File: src/rtl/lfsr_random_gen_param.sv
// Galois-LFSR pseudo-random source with bounded draws in [0, LIMIT] via REQ/VALID.
// Rejection sampling with a retry cap, run-time reseeding and all-zero lock-up recovery.
module lfsr_random_gen_param #(
  parameter int               WIDTH        = 16,
  parameter logic [WIDTH-1:0] TAPS         = 16'h6B8E,
  parameter logic [WIDTH-1:0] DEFAULT_SEED = 16'h5D09,
  parameter int               OUT_WIDTH    = 8,
  parameter int               MAX_TRIES    = 8
) (
  input  logic                 CLK,
  input  logic                 RST,
  input  logic                 EN,
  input  logic                 SEED_LOAD,
  input  logic [WIDTH-1:0]     SEED_IN,
  input  logic                 REQ,
  input  logic [OUT_WIDTH-1:0] LIMIT,
  output logic [WIDTH-1:0]     RAW,
  output logic [OUT_WIDTH-1:0] RAND_OUT,
  output logic                 VALID,
  output logic                 BUSY
);

  localparam int TW = $clog2(MAX_TRIES + 1);

  typedef enum logic {
    ST_IDLE,
    ST_DRAW
  } state_e;

  state_e               state_q, state_d;
  logic [WIDTH-1:0]     lfsr_q, lfsr_d;
  logic [OUT_WIDTH-1:0] limit_q, limit_d;
  logic [OUT_WIDTH-1:0] mask_q, mask_d;
  logic [TW-1:0]        tries_q, tries_d;
  logic [OUT_WIDTH-1:0] rand_q, rand_d;
  logic                 valid_q, valid_d;

  logic [OUT_WIDTH-1:0] cand;
  logic [TW-1:0]        tries_inc;

  // Bit 0 always receives the outgoing MSB; TAPS[0] has no effect.
  function automatic logic [WIDTH-1:0] lfsr_step(input logic [WIDTH-1:0] s);
    logic [WIDTH-1:0] fb;
    fb = s[WIDTH-1] ? {TAPS[WIDTH-1:1], 1'b0} : '0;
    return {s[WIDTH-2:0], s[WIDTH-1]} ^ fb;
  endfunction

  // Smear the leading one downwards: smallest 2^k-1 covering lim.
  function automatic logic [OUT_WIDTH-1:0] mask_of(input logic [OUT_WIDTH-1:0] lim);
    logic [OUT_WIDTH-1:0] m;
    m = lim;
    for (int i = 1; i < OUT_WIDTH; i++) begin
      m = m | (m >> i);
    end
    return m;
  endfunction

  always_comb begin
    // NOTE: every signal gets a default first so no path leaves it unassigned (no latches).
    state_d   = state_q;
    lfsr_d    = lfsr_q;
    limit_d   = limit_q;
    mask_d    = mask_q;
    tries_d   = tries_q;
    rand_d    = rand_q;
    valid_d   = 1'b0;
    cand      = lfsr_q[OUT_WIDTH-1:0] & mask_q;
    tries_inc = tries_q + 1'b1;

    if (SEED_LOAD) begin
      lfsr_d  = (SEED_IN == '0) ? DEFAULT_SEED : SEED_IN;
      state_d = ST_IDLE;
    end else begin
      unique case (state_q)
        ST_IDLE: begin
          if (REQ) begin
            limit_d = LIMIT;
            mask_d  = mask_of(LIMIT);
            tries_d = '0;
            state_d = ST_DRAW;
          end
        end
        ST_DRAW: begin
          if (cand <= limit_q) begin
            rand_d  = cand;
            valid_d = 1'b1;
            state_d = ST_IDLE;
          end else if (tries_inc == TW'(MAX_TRIES)) begin
            // cand <= mask <= 2*limit+1, so the fold-down lands inside [0, limit].
            rand_d  = cand - limit_q - 1'b1;
            valid_d = 1'b1;
            state_d = ST_IDLE;
          end else begin
            tries_d = tries_inc;
          end
        end
        default: state_d = ST_IDLE;
      endcase

      if (lfsr_q == '0) begin
        lfsr_d = DEFAULT_SEED;
      end else if (state_q == ST_DRAW || EN) begin
        lfsr_d = lfsr_step(lfsr_q);
      end
    end
  end

  always_ff @(posedge CLK) begin
    // NOTE: sequential state uses non-blocking assignments so all flops update together.
    if (RST) begin
      state_q <= ST_IDLE;
      lfsr_q  <= DEFAULT_SEED;
      limit_q <= '0;
      mask_q  <= '0;
      tries_q <= '0;
      rand_q  <= '0;
      valid_q <= 1'b0;
    end else begin
      state_q <= state_d;
      lfsr_q  <= lfsr_d;
      limit_q <= limit_d;
      mask_q  <= mask_d;
      tries_q <= tries_d;
      rand_q  <= rand_d;
      valid_q <= valid_d;
    end
  end

  assign RAW      = lfsr_q;
  assign RAND_OUT = rand_q;
  assign VALID    = valid_q;
  assign BUSY     = (state_q == ST_DRAW);

endmodule

File: config.mk
export PLATFORM = sky130hd
export DESIGN_NAME = lfsr_random_gen_param
export DESIGN_NICKNAME = d
export VERILOG_FILES = /design/src/rtl/lfsr_random_gen_param.sv
export SDC_FILE = /design/constraint.sdc
export NUM_CORES = 1
export LEC_CHECK = 0
export ABC_AREA = 1
export CAP_MARGIN = 0
export CORE_AREA = 3 3 87 72
export DETAILED_ROUTE_END_ITERATION = 8
export DIE_AREA = 0 0 90 75
export PLACE_DENSITY = 0.79
export RECOVER_POWER = 25
export SYNTH_ARGS = -nofsm -noshare
export SYNTH_HDL_FRONTEND = slang
export SYNTH_SLANG_ARGS = --single-unit
File: constraint.sdc
create_clock -name CLK -period 2.1 [get_ports CLK]
set_clock_uncertainty 0.05 [all_clocks]
set_input_delay 0.63 -clock CLK [delete_from_list [all_inputs] [get_ports CLK]]
set_output_delay 0.63 -clock CLK [all_outputs]
set_load 0.05 [all_outputs]
==> out/qor.yml, run 1 <==
status: "completed"
area_growth_pct: 28.19
crit_chain: "nand2_1, inv_1, ha_1, nand2_4, nor2_2, nor2_4, nand2_4, nand4_4, a21boi_0, nor2_1"
timing.rr.start: "RAW[6]"
synth_top_family_by_area: "simple AND/OR/NAND/NOR gates"
drc: 0
finalCriticalPeriod_ns: 1.919
yosysUniqueCellTypes: 37
synthAdderAreaFrac: 0.04713
numCtsBuffers: 5
root_buffer: "clkbuf_8"
die_y_um: 75
postLayoutCellArea_mm2: 0.003607
syn_nets: 459
core_area_mm2: 0.005465
crit_type: "reg2reg"
dieWidth_um: 90
max_stage_delay_ns: 0.39
reg2reg_depth: 10
synth_top_area_frac: 0.3201
worst_pin_slew_ns: 0.6057
timing.final.hold_violations: 0
via_per_inst: 5.019
synth.area.mux_share: 0
rsz0062_at_grt: "no"
wirelength_mm: 7.537
hold_ws_ns: 0.4392
ir_worst_vdd_mv: 0.3545
synth_area_leaders: "dfxtp_1 32%, nand2_1 15%, nand3_1 7.1%, inv_1 6.0%, nor2_1 5.2%"
final_common_cell: "nand2_1"
synthSimpleGateAreaFrac: 0.3846
grt_max_degree: 23
power_density_mw_per_mm2: 632.2
min_period_over_period: 0.9138
synth_area_mm2: 0.002814
yosysSeqAreaShare: 0.3201
io_pins: 55
diodes: 0
clk_latency_ns: 0.30
seqCellArea_um2: 907.1
final_nets: 531
postSynthCellCount: 420
critical_path_arrival_ns: 2.06
fin_setup_tns_ns: 0
r2r-end: "tries_q[3]"
fillers: 508
vias: 2866
placed_cell_area_mm2: 0.003523
final_cell_mix: "111 x nand2_1, 45 x inv_1, 40 x dfxtp_1, 40 x nand3_1, 39 x nor2_1"
drtAntennaViolNets: 0
cts_tree: "built"
setup_viol: 0
crit_required_ns: 2.24
cp-startpoint: "RAW[6]"
fmax_mhz: 521.1
synth_compound_area_frac: 0.1249
clk_pin_slew_worst_paths_ns: 0.09
drv_cap: 0
synth_ff_type: "dfxtp_1"
overflow: 0
synth_warnings: 0
final-max-slew-violation-count: 0
grt_pass1_vias: 2636
cp_slowest_cell: "ha_1"
min_from: "RAND_OUT[5]"
total_power_uw: 2280
setup.worst_path.end_class: "register"
leakagePower_uw: 0.001710
grt_pass1_wl_mm: 12.63
ctsHtreeMaxLevel: 2
dieArea_mm2: 0.006750
grt_antenna_before_repair: 0
drtIter0Drc: 169
clkSinkCount: 45
multi_input_area_mm2: 0.001692
ctsLongestPathBuffers: 2
avgSynthCellArea_um2: 6.700
rows: 24
synth-seq-cells: 45
drive_gt1_frac: 0.1643
hold_depth: 2
synth.largest_area_cell: "dfxtp_1"
start_kind: "register"
regToRegSetupSlack_ns: 0.18
hold_end: "RAND_OUT[5]"
grtUsageTotal: 0.2309
crit_fanout: 9
synth-edff-count: 0
start_util: 0.5149
slew_headroom: 0.5979
holdBufCountCts: 0
wire_per_inst_um: 13.20
cpMostUsedCell: "nand2_4"
firstDrtPassIters: 4
gp_congestion: 0.9353
io_buffers: 54
hp-class: "reg2reg"
yosys.area_share.xor_xnor: 0.02801
synth-async-reset-ratio: 0
place_hpwl_mm: 5.831
==> worst max path at each step <==
stage,to,slack [ns],cells after the start
global placement,RAW[0],-0.07,6
CTS,RAND_OUT[0],0.13,10
finish,tries_q[3],0.18,10
global route,RAND_OUT[0],0.01,13
detailed placement,mask_q[0],-0.15,8
floorplan,RAND_OUT[0],0.06,10
==> area by class of cell <==
cell class | instances | area share
clock inverter | 3 | 0.004856
tap | 78 | 0.02706
multi-input combinational | 313 | 0.4690
clock buffer | 5 | 0.01908
inverter | 46 | 0.04787
sequential | 45 | 0.2515
timing repair buffer | 81 | 0.1807
==> where the power goes <==
group	leakage (uW)	switching, uW	internal (uW)
clock	0.0000439	305	230
sequential	0.000372	60.3	915
combinational	0.00129	467	303
==> logic make-up (layout without fill, tap and decap cells) <==
family          after synthesis  in the layout
simple gates                230            230
fa+ha+maj                    10             10
buf+inv                      62            135
compound gates               64             64
flops                        45             45
xor+xnor                      9              9
==> worst max-delay path: cells and delay by family (launching register included) <==
family | cells | cell delay, ns
flops | 1 | 0.36
compound gates | 1 | 0.22
fa+ha+maj | 1 | 0.39
buf+inv | 1 | 0.06
simple gates | 7 | 0.74
==> cell usage after synthesis, types with 2 or more instances <==
cell and number:
nand2_4 4, xnor2_1 8, nor4_1 4, dfxtp_1 45
clkbuf_1 8, a21boi_0 3, nand4_1 4, inv_1 45
buf_2 3, o21ai_0 28, nand2_2 7, nor2_2 2
nand2_1 111, buf_4 2, nand3b_1 5, ha_1 9
nor2_1 39, nand3_1 40, a21oi_2 2, or2_2 7
a21oi_1 27, nor3_1 2
==> what timing repair did <==
item | 4_1_cts | 5_1_grt
setup buffers | 0 | 2
endpoints found under the setup margin | 0 | 7
resized for setup | 0 | 9
==> metrics by stage <==
| step | setup WS (ns) | util | cells |
|---|---|---|---|
| CTS | 0.1251 | 0.6605 | 569 |
| floorplan | 0.06280 | - | 420 |
| global placement | -0.06835 | 0.6447 | 561 |
| global route | 0.01421 | 0.6600 | 571 |
| finish | 0.1810 | 0.6600 | 571 |
| detailed placement | -0.1461 | 0.6447 | 561 |
==> layer usage <==
metal  vias up  GRT usage  share of wire
li1       1495          -              -
met3         4    0.04196          0.049
met2        79     0.3576           0.42
met1      1288     0.3360           0.52
met5         -          0              0
met4         0    0.05772         0.0064
==> flip-flops by register name, summed over array words and instances (netlist names) <==
name and cells:
RAW 16, RAND_OUT 8, limit_q 8, mask_q 7
tries_q 4, BUSY 1, VALID 1
(Power assumes the default switching activity.)
==> run 2: changes to the inputs <==
--- a/config.mk
+++ b/config.mk
@@ -10,6 +10,7 @@
 export CORE_AREA = 3 3 87 72
 export DETAILED_ROUTE_END_ITERATION = 8
 export DIE_AREA = 0 0 90 75
+export HOLD_SLACK_MARGIN = 0.06
 export PLACE_DENSITY = 0.79
 export RECOVER_POWER = 25
 export SYNTH_ARGS = -nofsm -noshare
==> results of run 2 <==
The final DEF is identical to that of run 1; final timing and power are the same.
